===== src/rtl/iterative_multiplier.sv =====
// rtl/iterative_multiplier.sv - unsigned shift-and-add multiplier, one multiplier bit per clock
//
// Purpose: computes o_product = multiplicand * multiplier using one DATA_W-bit
//   adder. Each clock retires one multiplier bit, so a multiply takes DATA_W
//   iterations.
//
// Parameters:
//   DATA_W          operand width (>= 2); the product is 2*DATA_W bits wide
//
// Ports:
//   i_clk           clock; all state changes on the rising edge
//   i_rst           asynchronous, active-high reset
//   i_multiplicand  operand A, sampled when a start is accepted
//   i_multiplier    operand B, sampled when a start is accepted
//   i_start         single-cycle pulse requesting a multiply (ignored while busy)
//   o_busy          high from the cycle after an accepted start through DONE
//   o_product       last completed product, held until the next finish
//   o_finish        single-cycle pulse; o_product is valid in this cycle
module iterative_multiplier #(
  parameter int DATA_W = 32
) (
  input  logic                  i_clk,
  input  logic                  i_rst,
  input  logic [DATA_W-1:0]     i_multiplicand,
  input  logic [DATA_W-1:0]     i_multiplier,
  input  logic                  i_start,
  output logic                  o_busy,
  output logic [2*DATA_W-1:0]   o_product,
  output logic                  o_finish
);

  localparam int CNT_W = $clog2(DATA_W + 1);

  typedef enum logic [1:0] {
    IDLE = 2'd0,
    RUN  = 2'd1,
    DONE = 2'd2
  } state_t;

  state_t              state;
  logic [DATA_W-1:0]   mcand;
  logic [DATA_W-1:0]   acc;
  logic [DATA_W-1:0]   mplr;
  logic [CNT_W-1:0]    count;

  logic [DATA_W:0]     sum;
  logic [DATA_W-1:0]   acc_next;
  logic [DATA_W-1:0]   mplr_next;
  logic                last_iter;

  // The working register is {carry, acc, mplr}. The carry bit is shifted into
  // the acc MSB in the same step it is produced, so after every iteration it is
  // always zero and never needs to be stored; it lives only in sum[DATA_W].
  always_comb begin
    sum = {1'b0, acc};
    if (mplr[0]) begin
      sum = {1'b0, acc} + {1'b0, mcand};
    end
    acc_next  = sum[DATA_W:1];
    mplr_next = {sum[0], mplr[DATA_W-1:1]};
    last_iter = (count == CNT_W'(DATA_W - 1));
  end

  always_ff @(posedge i_clk or posedge i_rst) begin
    if (i_rst) begin
      state     <= IDLE;
      mcand     <= '0;
      acc       <= '0;
      mplr      <= '0;
      count     <= '0;
      o_busy    <= 1'b0;
      o_finish  <= 1'b0;
      o_product <= '0;
    end else begin
      case (state)
        IDLE: begin
          o_finish <= 1'b0;
          if (i_start) begin
            mcand  <= i_multiplicand;
            mplr   <= i_multiplier;
            acc    <= '0;
            count  <= '0;
            o_busy <= 1'b1;
            state  <= RUN;
          end
        end
        RUN: begin
          acc   <= acc_next;
          mplr  <= mplr_next;
          count <= count + CNT_W'(1);
          // The product is captured on the same edge as the final iteration so
          // that o_finish in DONE coincides with the new value.
          if (last_iter) begin
            o_product <= {acc_next, mplr_next};
            o_finish  <= 1'b1;
            state     <= DONE;
          end
        end
        DONE: begin
          o_finish <= 1'b0;
          o_busy   <= 1'b0;
          state    <= IDLE;
        end
        default: begin
          o_finish <= 1'b0;
          o_busy   <= 1'b0;
          state    <= IDLE;
        end
      endcase
    end
  end

endmodule


===== config.mk =====
export PLATFORM = sky130hd
export DESIGN_NAME = iterative_multiplier
export DESIGN_NICKNAME = d
export VERILOG_FILES = /design/src/rtl/iterative_multiplier.sv
export SDC_FILE = /design/constraint.sdc
export NUM_CORES = 1
export LEC_CHECK = 0
export CELL_PAD_IN_SITES_DETAIL_PLACEMENT = 0
export CELL_PAD_IN_SITES_GLOBAL_PLACEMENT = 1
export CORE_UTILIZATION = 38
export CTS_CLUSTER_DIAMETER = 120
export DETAILED_ROUTE_END_ITERATION = 12
export PLACE_DENSITY = 0.76
export SYNTH_ARGS = -nofsm -noshare
export SYNTH_HDL_FRONTEND = slang
export SYNTH_SLANG_ARGS = --single-unit

===== constraint.sdc =====
create_clock -name i_clk -period 5.4 [get_ports i_clk]
set_clock_uncertainty 0.2 [all_clocks]
set_input_delay 1.08 -clock i_clk [delete_from_list [all_inputs] [get_ports i_clk]]
set_output_delay 1.08 -clock i_clk [all_outputs]
set_load 0.01 [all_outputs]

==> results.ini, run 1 <==
[clock_tree]
cts_tree = yes
clk_pin_slew_worst_paths_ns = 0.08
ctsResizeCount = 0
cts_setup_buffers = 0
hold_buffers = 0
cts-root-buf = clkbuf_16
clk_latency_ns = 0.44
htreeDepth = 4
cts_sinks = 170
cts_buffers = 17
cts_buffer_depth = 2

[synthesis]
yosys_warnings = 0
ys_ff_latch = 170
synth.avg_cell_area_um2 = 9.06
synthCells = 997
synth.distinct_cells = 76
synth_ff_type = dfrtp_1
yosysTopAreaCell = dfrtp_1
synthTopCellsByArea = dfrtp_1 47%, nand2_1 11%, o21ai_0 5.0%
postSynth.asyncResetShare = 1.00
synth_nets = 1098
ys_seq_area_frac = 0.471
yosysTopAreaCellShare = 0.471
synth_edf_count = 0
syn_area_mm2 = 0.00903

[layout]
drive_above_1_share = 0.0667
layout.cells.non_filler = 1429
area_growth_pct = 23.4
fin_util = 0.476
regArea_mm2 = 0.00425
final_area_mm2 = 0.0111
multi_input_area_mm2 = 0.00438
final_nets = 1198
antenna_cells = 0
fillCellCount = 2283

[setup_path]
start_kind = flop
reg2reg_slack_ns = 2.16
critical_path_class = reg -> reg
max_stage_delay_ns = 0.42
r2r_end = o_product[59]$_DFFE_PP0P_
crit_path_max_fanout = 5
required_ns = 5.49
r2r_start = acc[0]$_DFFE_PP0P_
reg2regPathDepth = 10
crit_path_cell_trace = ha_1 > fa_1 > a21o_1 > a311o_1 > a31oi_4 > o221ai_4 > a2111oi_2 > xnor2_1 > mux2i_1 > o21ai_1
crit_buf_inv = 0
arrival_ns = 3.33
slowest_stage = fa_1
critPathTopFamily = compound AO/OA/AOI/OAI gates
end_kind = flop

[floorplanning]
num_rows = 56
die_w_um = 156
start_util = 0.386
core_area_mm2 = 0.0234
ios = 133
dieArea_mm2 = 0.0244
die_height_um = 156

[grt]
grt_pass1_wl_um = 38200
antenna_found_initial = 0
grt_max_degree = 120
grt.total_usage = 0.200
overflow = 0
grt_pass1_vias = 7239

[pwr]
leakage_nw = 5.04
finalPower_mw = 6.25
p_per_area_mw_per_mm2 = 561
peakVddDrop_mv = 0.186

[sta]
period_needed_ns = 3.24
maxSlewViolCount = 0
fin_crit_sh = 0.600
worstMarginPinSlew_ns = 0.917
setup_viol = 0
clock.fmax_ghz = 0.309
hold_viol = 0
setup_tns_ns = 0
slew-limit-headroom = 0.388
rsz0062_at_grt = no

[routing]
wl_um = 23300
wl_per_cell_um = 16.3
postRouteAntennaNets = 0
drc = 0
first_iter_violations = 439
vias_per_cell = 5.17
dr.pass1.iters = 6
dr_total_vias = 7391

[status]
status = finished, final reports clean

[placed_design]
placed_area_mm2 = 0.0105
io_buffer_count = 132
place.gp.congestion = 0.831
dp_hpwl_um = 15300
placedCellCount = 1397

[min_path]
min_from = o_product[26]$_DFFE_PP0P_
min_to = o_product[26]$_DFFE_PP0P_
holdCritPathClass = reg -> reg
hold_depth = 2

[run]
drv_cap = 0

-- logic make-up (layout without fill, tap and decap cells) --
group / after synthesis / count (layout) / share of synthesized area
AO/OA/AOI/OAI: 278 / 278 / 0.199
adder cells (fa/ha/maj): 34 / 34 / 0.0479
buffers and inverters: 77 / 190 / 0.0456
multiplexers: 25 / 25 / 0.0289
AND/OR/NAND/NOR: 387 / 387 / 0.183
flip-flops: 170 / 170 / 0.471
XOR/XNOR: 26 / 26 / 0.0252
-- sequential cells by signal (all words and copies together), names as in the netlist --
name,cells
o_finish,1
acc,32
count,6
state,2
o_busy,1
mplr,32
o_product,64
mcand,32
-- per-layer routing --
layer  routed length (um)  GRT usage  vias up
met4                  426     0.0644        0
met3                  813     0.0281       27
met2                10700      0.314      149
met5                    0          0        -
met1                11300      0.283     3561
li1                     -          -     3654
-- cell usage after synthesis (3+ instances only) --
library cell / instances
a21oi_1: 66
nor2_1: 31
a22o_1: 4
nand2b_1: 4
ha_1: 33
mux2i_1: 22
inv_1: 11
o21ai_0: 91
a31oi_1: 5
o21a_1: 5
clkbuf_1: 37
a22oi_1: 34
dfrtp_1: 170
o21ai_1: 12
buf_4: 4
o211ai_1: 4
buf_1: 10
xnor2_1: 16
clkbuf_8: 3
o31ai_1: 3
a21o_1: 14
a32oi_1: 4
nand2_1: 275
buf_6: 9
xor2_1: 10
nand3_1: 10
nor2b_1: 32
nor3_1: 6
nand4_1: 13
-- per-stage QoR --
stage / setup WS (ns) / hold WS, ns
global route: 2.00 / 0.295
detailed placement: 2.15 / 0.262
floorplan: 1.95 / 0.252
CTS: 2.14 / 0.282
global placement: 2.23 / 0.257
finish: 2.16 / 0.274
-- area by class of cell --
type                    instances  share of cell area
clock buffers                  17              0.0382
inverters                      11             0.00404
clock inverters                15              0.0174
well taps                     319              0.0358
multi-input cells             750               0.393
flip-flops and latches        170               0.382
repair buffers                147               0.130
-- worst max-delay path by stage --
stage / startpoint / endpoint / slack [ns] / depth (start not counted)
floorplan: i_rst / acc[0]$_DFFE_PP0P_ / 1.95 / 1
global placement: i_start / count[5]$_DFFE_PP0P_ / 2.23 / 6
detailed placement: acc[0]$_DFFE_PP0P_ / o_product[59]$_DFFE_PP0P_ / 2.15 / 10
CTS: acc[0]$_DFFE_PP0P_ / o_product[59]$_DFFE_PP0P_ / 2.14 / 10
global route: acc[0]$_DFFE_PP0P_ / o_product[59]$_DFFE_PP0P_ / 2.00 / 10
finish: acc[0]$_DFFE_PP0P_ / o_product[59]$_DFFE_PP0P_ / 2.16 / 10
-- placed cells by master, fill, tap and decap left out, types with 10 or more instances in the layout --
master / count
buf_4: 14
clkdlybuf4s50_1: 132
nand4_1: 13
inv_1: 10
o21ai_1: 12
o21ai_0: 91
xnor2_1: 16
a22oi_1: 34
ha_1: 33
mux2i_1: 22
nand3_1: 10
nand2_1: 274
nor2b_1: 30
a21o_1: 14
xor2_1: 10
dfrtp_1: 170
nor2_1: 30
a21oi_1: 66
clkbuf_16: 17
-- report_power, final --
part           switching (mW)  internal (mW)  total [mW]
combinational            1.47           1.32        2.79
sequential              0.379           1.78        2.16
clock                   0.590          0.710        1.30
total                    2.44           3.81        6.25
-- worst min-delay path, delay by kind of cell (launching register included) --
kind,cells,cell delay [ns]
flops,1,0.35
simple gates,2,0.10
Power figures use the tool's default switching activity.
==> run 2, diff against run 1 <==
==> constraint.sdc (replaced) <==
create_clock -name i_clk -period 2.7 [get_ports i_clk]
set_clock_uncertainty 0.2 [all_clocks]
set_input_delay 0.54 -clock i_clk [delete_from_list [all_inputs] [get_ports i_clk]]
set_output_delay 0.54 -clock i_clk [all_outputs]
set_load 0.01 [all_outputs]
==> results.ini, run 2 (synthesis gave the netlist of run 1 again) <==
[status]
status = finished, violations left
violations = negative setup slack

[layout]
fin_util = 0.529  ; +0.0524
final_common_cell = nand2_1
layout.cells.non_filler = 1538  ; +7.6%
drive_above_1_share = 0.185  ; +0.118
top_register = o_product
antenna_cells = 0  ; unchanged
largest_reg_flops = 64  ; unchanged
area_growth_pct = 37.0
layout_common_cells = 274 x nand2_1, 170 x dfrtp_1, 132 x clkdlybuf4s50_1
final_nets = 1307  ; +9.1%

[setup_path]
slowest_stage = dfrtp_1
critPathTopFamily = compound AO/OA/AOI/OAI gates
arrival_ns = 3.00  ; -0.33 ns
crit_buf_inv = 2  ; +2
crit_path_cell_trace = ha_2 > fa_2 > a21o_1 > a311o_1 > buf_4 > nand4_1 > a22oi_2 > buf_4 > a41oi_2 > xnor2_1 > mux2i_1 > o21ai_1
critical_path_class = reg -> reg
end_kind = flop
crit_path_max_fanout = 4  ; -1
start_kind = flop
max_stage_delay_ns = 0.38  ; -0.04 ns
cp_common_cell = buf_4
required_ns = 2.80  ; -2.69 ns

[grt]
use_met1 = 0.296  ; +0.0131
busiest_layer = met2
antenna_found_initial = 0  ; unchanged
use_met3 = 0.0358  ; +0.00778
grt.total_usage = 0.210  ; +0.0104
grt_use_met2 = 0.332  ; +0.0179
grt_pass1_wl_um = 40300  ; +5.3%
overflow = 0  ; unchanged
grt_max_degree = 97  ; -19%
grt_pass1_vias = 7767  ; +7.3%

[pwr]
peakVddDrop_mv = 0.447  ; +140%
finalPower_mw = 14.2  ; +130%
p_per_area_mw_per_mm2 = 1150  ; +110%
leakage_nw = 5.64  ; +12%

[floorplanning]
die_w_um = 156  ; unchanged
core_area_mm2 = 0.0234  ; unchanged
num_rows = 56  ; unchanged
die_height_um = 156  ; unchanged
ios = 133  ; unchanged
start_util = 0.386  ; unchanged
dieArea_mm2 = 0.0244  ; unchanged

[routing]
dr.pass1.iters = 7  ; +1
wl_um = 25100  ; +7.7%
dr_total_vias = 7970  ; +7.8%
postRouteAntennaNets = 0  ; unchanged
drc = 0  ; unchanged
first_iter_violations = 504  ; +15%
wl_per_cell_um = 16.3  ; about the same
vias_per_cell = 5.18  ; +0.19%

[placed_design]
io_buffer_count = 132  ; unchanged
place.gp.congestion = 0.833  ; +0.33%
dp_hpwl_um = 16500  ; +7.9%
placedCellCount = 1493  ; +6.9%

[clock_tree]
cts_tree = yes
clk_latency_ns = 0.44  ; about the same
cts_sinks = 170  ; unchanged
htreeDepth = 4  ; unchanged
cts-root-buf = clkbuf_16
clk_pin_slew_worst_paths_ns = 0.07  ; about the same
cts_buffer_depth = 2  ; unchanged
hold_buffers = 0  ; unchanged
cts_buffers = 17  ; unchanged

[sta]
worstMarginPinSlew_ns = 0.568  ; -0.349 ns
hold_viol = 0  ; unchanged
worst_slack_ns = -0.193  ; -2.35 ns
setup_viol = 29  ; +29
slew-limit-headroom = 0.621  ; +0.233
maxSlewViolCount = 0  ; unchanged
fin_crit_sh = 1.07  ; +0.472
rsz0062_at_grt = yes
clock.fmax_ghz = 0.346  ; +12%
period_needed_ns = 2.89  ; -0.346 ns

[run]
drv_cap = 0  ; unchanged

[min_path]
holdCritPathClass = reg -> reg

## run 2: area by class of cell
class | count | area [um^2]
repair buffers | 256 | 2330
clock inverters | 14 | 158
well taps | 319 | 399
multi-input cells | 750 | 4750
flip-flops and latches | 170 | 4250
inverters | 11 | 45.0
fillers | 2191 | 11000
clock buffers | 18 | 439
## run 2: power breakdown
part           internal [mW]  total [mW]  switching, mW
Combinational           3.87        7.41           3.54
Clock                   1.34        2.49           1.15
Sequential              3.57        4.33          0.760
## run 2: final timing paths
path | depth (start not counted) | slack, ns | start | to
max | 12 | -0.19 | mcand[0]$_DFFE_PP0P_ | o_product[61]$_DFFE_PP0P_
min | 2 | 0.28 | o_product[29]$_DFFE_PP0P_ | o_product[29]$_DFFE_PP0P_
max reg2reg | 12 | -0.19 | mcand[0]$_DFFE_PP0P_ | o_product[61]$_DFFE_PP0P_
min reg2reg | 2 | 0.28 | o_product[29]$_DFFE_PP0P_ | o_product[29]$_DFFE_PP0P_
max in group asynchronous | 3 | 1.45 | i_rst | o_product[55]$_DFFE_PP0P_
min in group asynchronous | 3 | 0.41 | i_rst | acc[3]$_DFFE_PP0P_
## run 2: metal layers
metal,wire length (um),up-vias
li1,-,3874
met1,12100,3898
met2,11700,170
met3,967,28
met4,350,0
met5,0,-
## run 2: what timing repair did
action	4_1_cts	5_1_grt
pin swaps	11	24
buffers inserted	5	9
endpoints found under the hold margin	0	0
endpoints found under the setup margin	33	40
gates resized for setup	30	37
## run 2: stage by stage
stage               hold slack, ns  worst slack [ns]  TNS [ns]  cell area (um^2)
global placement             0.261            -0.253     -2.72             11300
floorplan                    0.252            -0.209    -36.13              9050
global route                 0.295            -0.311     -7.19             12400
detailed placement           0.261            -0.320     -4.12             11300
finish                       0.276            -0.193     -3.36             12400
CTS                          0.280            -0.182     -2.59             12100
## run 2: tightest hold or removal path, cell delays in order (launching register included)
cell and delay [ns]:
dfrtp_1 0.34, nand2_1 0.05, nand2_1 0.06
==> run 3, diff against run 2 <==
--- a/config.mk
+++ b/config.mk
@@ -7,10 +7,12 @@
 export LEC_CHECK = 0
 export CELL_PAD_IN_SITES_DETAIL_PLACEMENT = 0
 export CELL_PAD_IN_SITES_GLOBAL_PLACEMENT = 1
-export CORE_UTILIZATION = 38
+export CORE_UTILIZATION = 39
+export CTS_BUF_LIST = sky130_fd_sc_hd__clkbuf_2 sky130_fd_sc_hd__clkbuf_4 sky130_fd_sc_hd__clkbuf_8
 export CTS_CLUSTER_DIAMETER = 120
 export DETAILED_ROUTE_END_ITERATION = 12
-export PLACE_DENSITY = 0.76
+export HOLD_SLACK_MARGIN = 0.12
+export PLACE_DENSITY = 0.78
 export SYNTH_ARGS = -nofsm -noshare
 export SYNTH_HDL_FRONTEND = slang
 export SYNTH_SLANG_ARGS = --single-unit
==> results.ini, run 3 (synthesis gave the netlist of run 1 again) <==
[setup_path]
r2r_start = acc[1]$_DFFE_PP0P_
end_kind = flop
endpoint = o_product[60]$_DFFE_PP0P_
critPathLaunch = acc[1]$_DFFE_PP0P_
reg2regPathDepth = 11  ; -1
critical_path_class = reg -> reg
arrival_ns = 3.13  ; +0.13 ns
required_ns = 2.85  ; +0.05 ns
start_kind = flop
reg2reg_slack_ns = -0.27  ; -0.08 ns
crit_path_max_fanout = 3  ; -1
r2r_end = o_product[60]$_DFFE_PP0P_

[layout]
final_common_cell = nand2_1
drive_above_1_share = 0.175  ; -0.00956
fillCellCount = 2155  ; -1.6%
regArea_mm2 = 0.00425  ; unchanged
area_growth_pct = 33.3
final_nets = 1305  ; -0.15%
multi_input_area_mm2 = 0.00468  ; -1.5%
final_area_mm2 = 0.0120  ; -2.7%
layout_common_cells = 274 x nand2_1, 170 x dfrtp_1, 132 x clkdlybuf4s50_1
fin_util = 0.530  ; +0.00137
antenna_cells = 0  ; unchanged
top_register = o_product
largest_reg_flops = 64  ; unchanged

[sta]
hold_viol = 0  ; unchanged
worst_slack_ns = -0.274  ; -0.0810 ns
worstMarginPinSlew_ns = 0.589  ; +0.0207 ns
slew-limit-headroom = 0.607  ; -0.0138
setup_tns_ns = -4.51  ; -1.15 ns
maxSlewViolCount = 0  ; unchanged
setup_viol = 36  ; +24%
clock.fmax_ghz = 0.336  ; -2.7%
period_needed_ns = 2.97  ; +0.0810 ns
holdWs_ns = 0.279  ; +0.00251 ns
fin_crit_sh = 1.10  ; +0.0300
rsz0062_at_grt = yes

[clock_tree]
htreeDepth = 4  ; unchanged
clk_pin_slew_worst_paths_ns = 0.11  ; +0.04 ns
clk_latency_ns = 0.47  ; +0.03 ns
cts_buffer_depth = 2  ; unchanged
cts_tree = yes
cts_buffers = 17  ; unchanged
hold_buffers = 0  ; unchanged
cts_sinks = 170  ; unchanged
cts-root-buf = clkbuf_8

[grt]
grt.total_usage = 0.218  ; +0.00751
overflow = 0  ; unchanged
grt_pass1_wl_um = 41200  ; +2.2%
grt_pass1_vias = 7915  ; +1.9%
grt_max_degree = 86  ; -11%
antenna_found_initial = 0  ; unchanged

[pwr]
leakage_nw = 5.55  ; -1.6%
peakVddDrop_mv = 0.419  ; -6.1%
p_per_area_mw_per_mm2 = 1110  ; -3.7%

[status]
status = finished, violations left
violations = negative setup slack

[routing]
wl_per_cell_um = 16.6  ; +1.8%
dr.pass1.iters = 5  ; -2
vias_per_cell = 5.26  ; +1.6%
wl_um = 24900  ; -0.57%
drc = 0  ; unchanged
first_iter_violations = 407  ; -19%
postRouteAntennaNets = 0  ; unchanged
dr_total_vias = 7907  ; -0.79%

[floorplanning]
core_area_mm2 = 0.0227  ; -3.0%
num_rows = 55  ; -1.8%
dieArea_mm2 = 0.0238  ; -2.5%
ios = 133  ; unchanged
die_w_um = 154  ; -1.3%
start_util = 0.398  ; +0.0118
die_height_um = 154  ; -1.3%

[placed_design]
place.gp.congestion = 0.834  ; +0.12%
placed_area_mm2 = 0.0113  ; -0.46%
io_buffer_count = 132  ; unchanged
dp_hpwl_um = 16600  ; +0.39%

[min_path]
holdCritPathClass = reg -> reg

[run]
drv_cap = 0  ; unchanged

[run 3: cell types whose count changed in the layout (fill, tap and decap cells not counted), moves of 3 or more]
| cell | previous run | this run |
|---|---|---|
| ha_4 | 9 | 5 |
| clkbuf_16 | 17 | 0 |
| o21ai_1 | 23 | 26 |
| clkbuf_8 | 1 | 17 |
| clkinv_4 | 4 | 1 |
| buf_4 | 116 | 111 |
| a21oi_2 | 8 | 5 |
| ha_1 | 23 | 27 |
| inv_6 | 4 | 9 |
| a21oi_1 | 60 | 63 |
[run 3: cell type report]
class	count	share of cell area
timing repair buffer	254	0.194
tap	285	0.0296
sequential	170	0.353
clock inverter	14	0.0108
inverter	11	0.00374
clock buffer	18	0.0201
multi-input combinational	750	0.389
[run 3: how the worst min path moves through the flow]
stage                     slack (ns)                   endpoint  depth (start not counted)                      start
final                           0.28  o_product[24]$_DFFE_PP0P_                          2  o_product[24]$_DFFE_PP0P_
after global routing            0.31  o_product[25]$_DFFE_PP0P_                          2  o_product[25]$_DFFE_PP0P_
after CTS                       0.29  o_product[37]$_DFFE_PP0P_                          2  o_product[37]$_DFFE_PP0P_
after global placement          0.26  o_product[29]$_DFFE_PP0P_                          2  o_product[29]$_DFFE_PP0P_
after floorplan                 0.25      mcand[10]$_DFFE_PP0P_                          2      mcand[10]$_DFFE_PP0P_
after detailed placement        0.26  o_product[24]$_DFFE_PP0P_                          2  o_product[24]$_DFFE_PP0P_
[run 3: timing repair]
item,CTS,global route
pin swaps,15,20
endpoints found under the setup margin,36,41
setup buffers,7,7
resized for setup,29,30
[run 3: power breakdown]
part / switching [mW] / leakage, nW / internal, mW / total [mW]
sequential: 0.729 / 2.09 / 3.56 / 4.29
combinational: 3.48 / 3.27 / 3.79 / 7.26
clock: 1.08 / 0.185 / 0.689 / 1.77
total: 5.29 / 5.55 / 8.03 / 13.3
[run 3: worst max-delay path, stage by stage, from the launching register on]
cell and delay, ns:
dfrtp_1 0.43, ha_1 0.32, a211o_1 0.33, a21oi_4 0.19
a21oi_2 0.09, a2111oi_2 0.36, buf_4 0.20, nor2_4 0.04
a221o_1 0.34, buf_4 0.15, mux2i_1 0.14, nand2_1 0.08
[run 3: routing by layer]
metal  GRT usage  up-vias  routed length, um
met5           0        -                  0
met4      0.0638        0                327
met3      0.0395       19                882
met2       0.344      154              11500
met1       0.305     3870              12200
li1            -     3864                  -
[run 3: stage by stage]
stage	setup WS [ns]	power [mW]	std cells
5_1_grt	-0.372	14.3	1502
3_5_place_dp	-0.323	10.9	1456
4_1_cts	-0.218	13.0	1495
3_3_place_gp	-0.249	10.8	1456
6_report	-0.274	13.3	1502
2_1_floorplan	-0.209	8.06	997
